--- src/rtl/sys_ctrl_cmd_pkg.sv ---
// Shared definitions for the command parser: opcodes, default widths and FSM state encoding.
package sys_ctrl_cmd_pkg;

    localparam int unsigned DefAddrWidth = 4;
    localparam int unsigned DefDataWidth = 8;

    localparam logic [7:0] CMD_WR = 8'hAA;
    localparam logic [7:0] CMD_RD = 8'hBB;

    typedef enum logic [2:0] {
        StIdle,
        StWrAddr,
        StWrData,
        StRdAddr,
        StRdWait,
        StTxHold
    } state_e;

endpackage

--- src/rtl/sys_ctrl_timeout_cnt.sv ---
// Inter-byte timeout counter for the command parser; present only with SYS_CTRL_CMD_TIMEOUT_EN.
`ifdef SYS_CTRL_CMD_TIMEOUT_EN
module sys_ctrl_timeout_cnt #(
    parameter int unsigned TIMEOUT_CYCLES = 1024
) (
    input  logic CLK,
    input  logic RST,
    input  logic clr_i,
    input  logic en_i,
    output logic expire_o
);

    localparam int unsigned CntW = (TIMEOUT_CYCLES > 2) ? $clog2(TIMEOUT_CYCLES) : 1;

    logic [CntW-1:0] cnt_q, cnt_d;

    always_comb begin
        cnt_d = cnt_q;
        if (clr_i) begin
            cnt_d = '0;
        end else if (en_i) begin
            cnt_d = cnt_q + CntW'(1);
        end
    end

    always_ff @(posedge CLK or negedge RST) begin
        if (!RST) begin
            cnt_q <= '0;
        end else begin
            cnt_q <= cnt_d;
        end
    end

    assign expire_o = en_i && !clr_i && (cnt_q == CntW'(TIMEOUT_CYCLES - 1));

endmodule
`endif

--- src/rtl/sys_ctrl_cmd.sv ---
// Byte-serial command parser feeding register-file strobes and returning read data to UART TX.
// Optional inter-byte timeout enabled by defining SYS_CTRL_CMD_TIMEOUT_EN.
module sys_ctrl_cmd
    import sys_ctrl_cmd_pkg::*;
#(
    parameter int unsigned ADDR_WIDTH = DefAddrWidth,
    parameter int unsigned DATA_WIDTH = DefDataWidth
`ifdef SYS_CTRL_CMD_TIMEOUT_EN
    , parameter int unsigned TIMEOUT_CYCLES = 1024
`endif
) (
    input  logic                  CLK,
    input  logic                  RST,
    input  logic [DATA_WIDTH-1:0] RX_P_DATA,
    input  logic                  RX_D_VLD,
    input  logic [DATA_WIDTH-1:0] RdData,
    input  logic                  RdData_Valid,
    output logic                  WrEn,
    output logic                  RdEn,
    output logic [ADDR_WIDTH-1:0] Address,
    output logic [DATA_WIDTH-1:0] WrData,
    output logic [DATA_WIDTH-1:0] TX_P_DATA,
    output logic                  TX_D_VLD,
    input  logic                  TX_BUSY,
    output logic                  ERR_FLAG
);

    state_e                  state_q, state_d;
    logic                    wr_en_q, wr_en_d;
    logic                    rd_en_q, rd_en_d;
    logic                    err_q, err_d;
    logic [ADDR_WIDTH-1:0]   addr_q, addr_d;
    logic [DATA_WIDTH-1:0]   wr_data_q, wr_data_d;
    logic [DATA_WIDTH-1:0]   tx_data_q, tx_data_d;
    logic                    tx_vld_q, tx_vld_d;
    logic                    timeout;

`ifdef SYS_CTRL_CMD_TIMEOUT_EN
    logic frame_active;

    // Only mid-frame states wait on RX; elsewhere the counter is held cleared.
    assign frame_active = (state_q == StWrAddr) || (state_q == StWrData) ||
                          (state_q == StRdAddr);

    sys_ctrl_timeout_cnt #(
        .TIMEOUT_CYCLES (TIMEOUT_CYCLES)
    ) u_timeout_cnt (
        .CLK      (CLK),
        .RST      (RST),
        .clr_i    (RX_D_VLD || !frame_active),
        .en_i     (frame_active),
        .expire_o (timeout)
    );
`else
    assign timeout = 1'b0;
`endif

    always_comb begin
        state_d   = state_q;
        wr_en_d   = 1'b0;
        rd_en_d   = 1'b0;
        err_d     = 1'b0;
        addr_d    = addr_q;
        wr_data_d = wr_data_q;
        tx_data_d = tx_data_q;
        tx_vld_d  = tx_vld_q;

        case (state_q)
            StIdle: begin
                if (RX_D_VLD) begin
                    if (RX_P_DATA == DATA_WIDTH'(CMD_WR)) begin
                        state_d = StWrAddr;
                    end else if (RX_P_DATA == DATA_WIDTH'(CMD_RD)) begin
                        state_d = StRdAddr;
                    end else begin
                        err_d = 1'b1;
                    end
                end
            end
            StWrAddr: begin
                if (RX_D_VLD) begin
                    addr_d  = RX_P_DATA[ADDR_WIDTH-1:0];
                    state_d = StWrData;
                end else if (timeout) begin
                    err_d   = 1'b1;
                    state_d = StIdle;
                end
            end
            StWrData: begin
                if (RX_D_VLD) begin
                    wr_data_d = RX_P_DATA;
                    wr_en_d   = 1'b1;
                    state_d   = StIdle;
                end else if (timeout) begin
                    err_d   = 1'b1;
                    state_d = StIdle;
                end
            end
            StRdAddr: begin
                if (RX_D_VLD) begin
                    addr_d  = RX_P_DATA[ADDR_WIDTH-1:0];
                    rd_en_d = 1'b1;
                    state_d = StRdWait;
                end else if (timeout) begin
                    err_d   = 1'b1;
                    state_d = StIdle;
                end
            end
            StRdWait: begin
                // Stray RX bytes while a read is outstanding are dropped and flagged.
                err_d = RX_D_VLD;
                if (RdData_Valid) begin
                    tx_data_d = RdData;
                    tx_vld_d  = 1'b1;
                    state_d   = StTxHold;
                end
            end
            StTxHold: begin
                err_d = RX_D_VLD;
                if (!TX_BUSY) begin
                    tx_vld_d = 1'b0;
                    state_d  = StIdle;
                end
            end
            default: begin
                state_d = StIdle;
            end
        endcase
    end

    always_ff @(posedge CLK or negedge RST) begin
        if (!RST) begin
            state_q   <= StIdle;
            wr_en_q   <= 1'b0;
            rd_en_q   <= 1'b0;
            err_q     <= 1'b0;
            addr_q    <= '0;
            wr_data_q <= '0;
            tx_data_q <= '0;
            tx_vld_q  <= 1'b0;
        end else begin
            state_q   <= state_d;
            wr_en_q   <= wr_en_d;
            rd_en_q   <= rd_en_d;
            err_q     <= err_d;
            addr_q    <= addr_d;
            wr_data_q <= wr_data_d;
            tx_data_q <= tx_data_d;
            tx_vld_q  <= tx_vld_d;
        end
    end

    assign WrEn      = wr_en_q;
    assign RdEn      = rd_en_q;
    assign ERR_FLAG  = err_q;
    assign Address   = addr_q;
    assign WrData    = wr_data_q;
    assign TX_P_DATA = tx_data_q;
    assign TX_D_VLD  = tx_vld_q;

endmodule

--- config.mk ---
export PLATFORM = sky130hd
export DESIGN_NAME = sys_ctrl_cmd
export DESIGN_NICKNAME = d
export VERILOG_FILES = /design/src/rtl/sys_ctrl_cmd_pkg.sv /design/src/rtl/sys_ctrl_timeout_cnt.sv /design/src/rtl/sys_ctrl_cmd.sv
export SDC_FILE = /design/constraint.sdc
export NUM_CORES = 1
export LEC_CHECK = 0
export BUFFER_PORTS_ARGS = -buffer_cell sky130_fd_sc_hd__clkbuf_2
export CORE_ASPECT_RATIO = 0.9
export CORE_UTILIZATION = 50
export DETAILED_ROUTE_END_ITERATION = 7
export GPL_TIMING_DRIVEN = 0
export MAX_ROUTING_LAYER = met4
export PLACE_DENSITY = 0.84
export SYNTH_ARGS = -nofsm -noshare
export SYNTH_HDL_FRONTEND = slang
export SYNTH_SLANG_ARGS = --single-unit
--- constraint.sdc ---
create_clock -name CLK -period 2.6 [get_ports CLK]
set_input_delay 0.39 -clock CLK [delete_from_list [all_inputs] [get_ports CLK]]
set_output_delay 0.39 -clock CLK [all_outputs]
set_load 0.01 [all_outputs]
* Word level (Yosys, flattened, before mapping)
Index checks and enable logic that the tools add are counted.
** Word-level totals
- Bits in registers :: 27
- Latch bits :: 0
- Bits in writable memories :: 0
- Bits in read-only memories :: 0
- Bits of input ports :: 21
- Output and inout bits :: 24
- Word-level logic and storage cells :: 50
- Memories kept :: 0
** Cells by class
- $add $sub $neg :: 0
- Multiply operators :: 0
- Divide/modulo/power cells :: 0
- Magnitude comparators :: 0
- Equal/unequal tests :: 14
- Shifts and indexed selects :: 0
- Mux-type cells :: 19
- Bitwise logic cells :: 0
- Reductions and logical operators :: 9
** Operators by type and width (number)
- $mux 3 :: 8
- $pmux 3 s6 :: 1
- $eq 8x8->1 const B :: 2
- $ne 2x2->1 const B :: 6
- $mux 1 :: 8
- $reduce_and 7->1 :: 1
- $eq 3x2->1 const B :: 2
- $eq 3x3->1 const B :: 2
- $reduce_and 2->1 :: 3
- $pmux 1 s2 :: 2
- $reduce_or 2->1 :: 2
- $eq 3x1->1 const B :: 1
- $logic_not 3->1 :: 1
- $ne 3x3->1 const B :: 1
- $reduce_and 3->1 :: 1
- $reduce_bool 2->1 :: 1

* Depth between registers and ports, before layout
- Word-level depth :: 5
- Depth in mapped cells :: 5
- Mapped depth without buffers :: 3

* Worst setup path after synthesis
OpenSTA, ideal clock, no wires.
- Path kind :: reg2reg
- From :: register state_q[0]
- To :: register wr_data_q[0] (netlist: WrData[0])
- Setup time :: 125 ps
- Arrival time :: 1363 ps
- Required time :: 2475 ps
- Path slack :: 1112 ps
- Cell stages (with the launch flop) :: 4
- Buffers on the path :: 1
- Period minus slack after synthesis :: 1488 ps
- Cells stage by stage :: dfrtp_1 buf_2 nor4b_4 mux2_2
** On the way
- Cells in the longest elaborated chain, start to end :: 2
** RTL lines
- start, declared :: line sys_ctrl_cmd.sv:28 : state_e state_q, state_d;
- start signal, assigned :: line sys_ctrl_cmd.sv:133 : state_q <= StIdle;
- start signal, assigned :: line sys_ctrl_cmd.sv:142 : state_q <= state_d;
- $eq 3x2->1 :: line sys_ctrl_cmd.sv:68 : case (state_q)
- $reduce_and 2->1 (no line)
- end signal, assigned :: line sys_ctrl_cmd.sv:147 : wr_data_q <= wr_data_d;
- end, declared :: line sys_ctrl_cmd.sv:33 : logic [DATA_WIDTH-1:0] wr_data_q, wr_data_d;
Every way passes these cells.
A chain may end at the register's enable or synchronous reset.

* Final worst setup path
- From :: register state_q[0]
- To :: register wr_data_q[4] (netlist: WrData[4])
Same word-level chain as after synthesis.

==> metrics.md <==
| Metric | Value |
|---|---|
| Place WS | `~0.91 ns` |
| Number of CTS-inserted buffers | `3` |
| Pwr Total | `approximately 1400 uW` |
| Htree depth | `1` |
| TritonCTS clock tree | `built` |
| CP Class | `reg2reg` |
| Post-synthesis cell count | `between 70 and 80` |
| Worst slew pin tran | `about 0.63 ns` |
| DRT iter0 DRCs | `10` |
| CP bufs+invs | `1` |
| CP max stage cell | `nor4b_4` |
| Chip Width | `51.6 um` |
| Minimum clock period | `1.67 ns` |
| Met2 WL | `about 1000 um` |
| # setup viols final | `0` |
| Yosys cell types | `23` |
| PD cells | `1010 nW/um^2` |
| Total global routing overflow | `0` |
| EDFF count, synth | `0` |
| Crit. End Element | `flop` |
| Most used DFF post-synth | `dfrtp_1` |
| Filler cell count | `143` |
| Post-CTS Setup Bufs | `0` |
| Via/cell ratio | `5.27` |
| Clk_skew | `0.00913 ns` |
| Worst Hold Class | `in2async` |
| Number of synthesized register bits | `27` |
| Slew Limit Headroom | `0.578` |
| Initial core utilization | `0.551` |
| Die span in y | `about 47 um` |
| Asr flop ratio synth | `1.00` |
| Clk slew on worst S/H paths | `0.15 ns` |
| Initial DRT Pass Iterations | `4` |
| Post-CTS Hold Buffers | `0` |
| CP max FO | `10` |
| Vias in the first global route | `around 800` |
| Critical path arrival | `1.89 ns` |
| Clk_lat worst skew | `0.33 ns` |
| Antenna Cells | `0` |
| Ranking of synthesized cells by area | `dfrtp_1 (61%), mux2_2 (20%), nor4b_4 (2.1%), nor2b_1 (1.7%), buf_2 (1.4%)` |
| GPL Wtd Cong | `between 0.8 and 0.9` |
| Worst path top cell family by delay | `simple AND/OR/NAND/NOR gates` |
| Wl on met1 | `882 um` |
| Worst path max stage delay | `0.60 ns` |
| Area growth syn-to-layout | `25.5%` |
| Top-Level Pins | `45` |
| CP Cell Sequence | `buf_2, nor4b_4, mux2_2` |
| Largest area contributor in the netlist | `dfrtp_1` |
| Syn_area_per_cell | `roughly 14 sq um` |
| Routed WL | `~2100 um` |
| # rows | `15` |
| Outcome | `complete, no violations` |
| Max Cap Violations | `0` |
| Critical path launch point type | `flop` |
| Sequential fraction of the synthesis area | `0.610` |
| YS warnings | `0` |
| Max Clk Rate | `600 MHz` |
| Initial antenna violation count | `0` |
| Hpwl dp | `1550 um` |
| Clock sinks | `27` |
| Setup_tns | `0 ns` |
| Core ar. | `~2000 sq um` |
| Buffers on Ports | `44` |
| RSZ-0062 raised after global routing | `false` |
| Leak | `0.000690 uW` |
| Routed Antenna Nets | `0` |
| Global-route wire length before repair | `3570 um` |
| Mapped Area | `1110 sq um` |
| CTS Root Cell | `clkbuf_4` |
| Top sig layer | `met4` |
| Final WS setup | `0.934 ns` |
| Final hold violation count | `0` |
| Final net count | `147` |
| Residual DRC | `0` |
| Req. time, crit path | `2.83 ns` |
| Largest net degree at the start of global routing | `28` |
| Tcrit/Tclk final | `0.641` |
| Wire per inst | `13.7 um` |
| CTS resizes | `0` |
| Worst IR drop on VDD | `662 uV` |
| Post-Syn Nets | `98` |
| Total GRT Usage | `0.220` |
| Clock tree buffer depth | `2` |
| Final Max Slew Viols | `0` |
| Die area | `2410 sq um` |
| Share of cells above drive strength 1 | `0.584` |
| Met3 wire len | `94 um` |
| Share of the synthesized area in the top cell type | `0.610` |
| Via count | `790` |
-- flip-flops by register name (all words and copies together) (netlist names) --
| register | flops |
|---|---|
| RdEn | 1 |
| Address | 4 |
| TX_P_DATA | 8 |
| state_q | 3 |
| WrEn | 1 |
| TX_D_VLD | 1 |
| WrData | 8 |
| ERR_FLAG | 1 |
-- final cells by class --
type	count	area, sq um	area share
Buffer	3	15.0	0.0108
Clock buffer	3	22.5	0.0162
Clock inverter	1	8.76	0.00630
Inverter	2	7.51	0.00540
Multi-Input combinational cell	45	409	0.294
Sequential cell	27	676	0.486
Tap cell	25	31.3	0.0225
Timing Repair Buffer	44	220	0.158
-- placed cells by master (no fill, tap or decap), types with 2 or more instances in the layout --
master	n
inv_1	2
o21ai_0	2
clkbuf_2	44
a21oi_1	2
nand3_1	2
clkbuf_4	3
mux2_2	20
buf_2	3
dfrtp_1	27
nor2b_1	3
nand2b_1	2
-- power by group --
part	switching [uW]	internal [uW]
registers	81.8	587
logic	259	282
clock network	127	62.7
total	468	932
-- stage by stage --
step,util,cells,cell area [sq um],hold slack (ns)
finish,0.692,150,1390,0.0476
global route,0.692,150,1390,0.0890
CTS,0.692,150,1390,0.0542
detailed placement,0.677,146,1360,0.442
global placement,0.677,146,1360,0.445
floorplan,-,77,1110,0.0944
-- cells by family after synthesis --
kind of cell	count (synthesis)	share of synthesized area
DFF	27	0.610
muxes	20	0.203
and+or+nand+nor	15	0.103
AOI/OAI and AO/OA	9	0.0554
buffers and inverters	5	0.0203
xor gates and xnor gates	1	0.00791
-- worst paths after layout --
path	depth (start not counted)	end	start	slack, ns
max reg2reg	3	WrData[4]	state_q[0]	0.93
max	3	WrData[4]	state_q[0]	0.93
max in group asynchronous	1	Address[1]	RST	2.14
min in group CLK	2	TX_P_DATA[4]	RdData[4]	0.28
min reg2reg	1	TX_P_DATA[4]	TX_P_DATA[4]	0.53
min	1	TX_P_DATA[1]	RST	0.05
-- cells in the mapped netlist (all sizes together) (2+ instances only) --
cell	count
mux2	20
nor2b	3
nand3	2
dfrtp	27
a21oi	2
inv	2
o21ai	2
buf	3
nand2b	2
-- layer usage --
metal,up-vias,GRT usage
li1,376,-
met1,384,0.269
met2,26,0.338
met3,4,0.0759
met4,0,0.0865
met5,-,-
(Power assumes the default switching activity.)
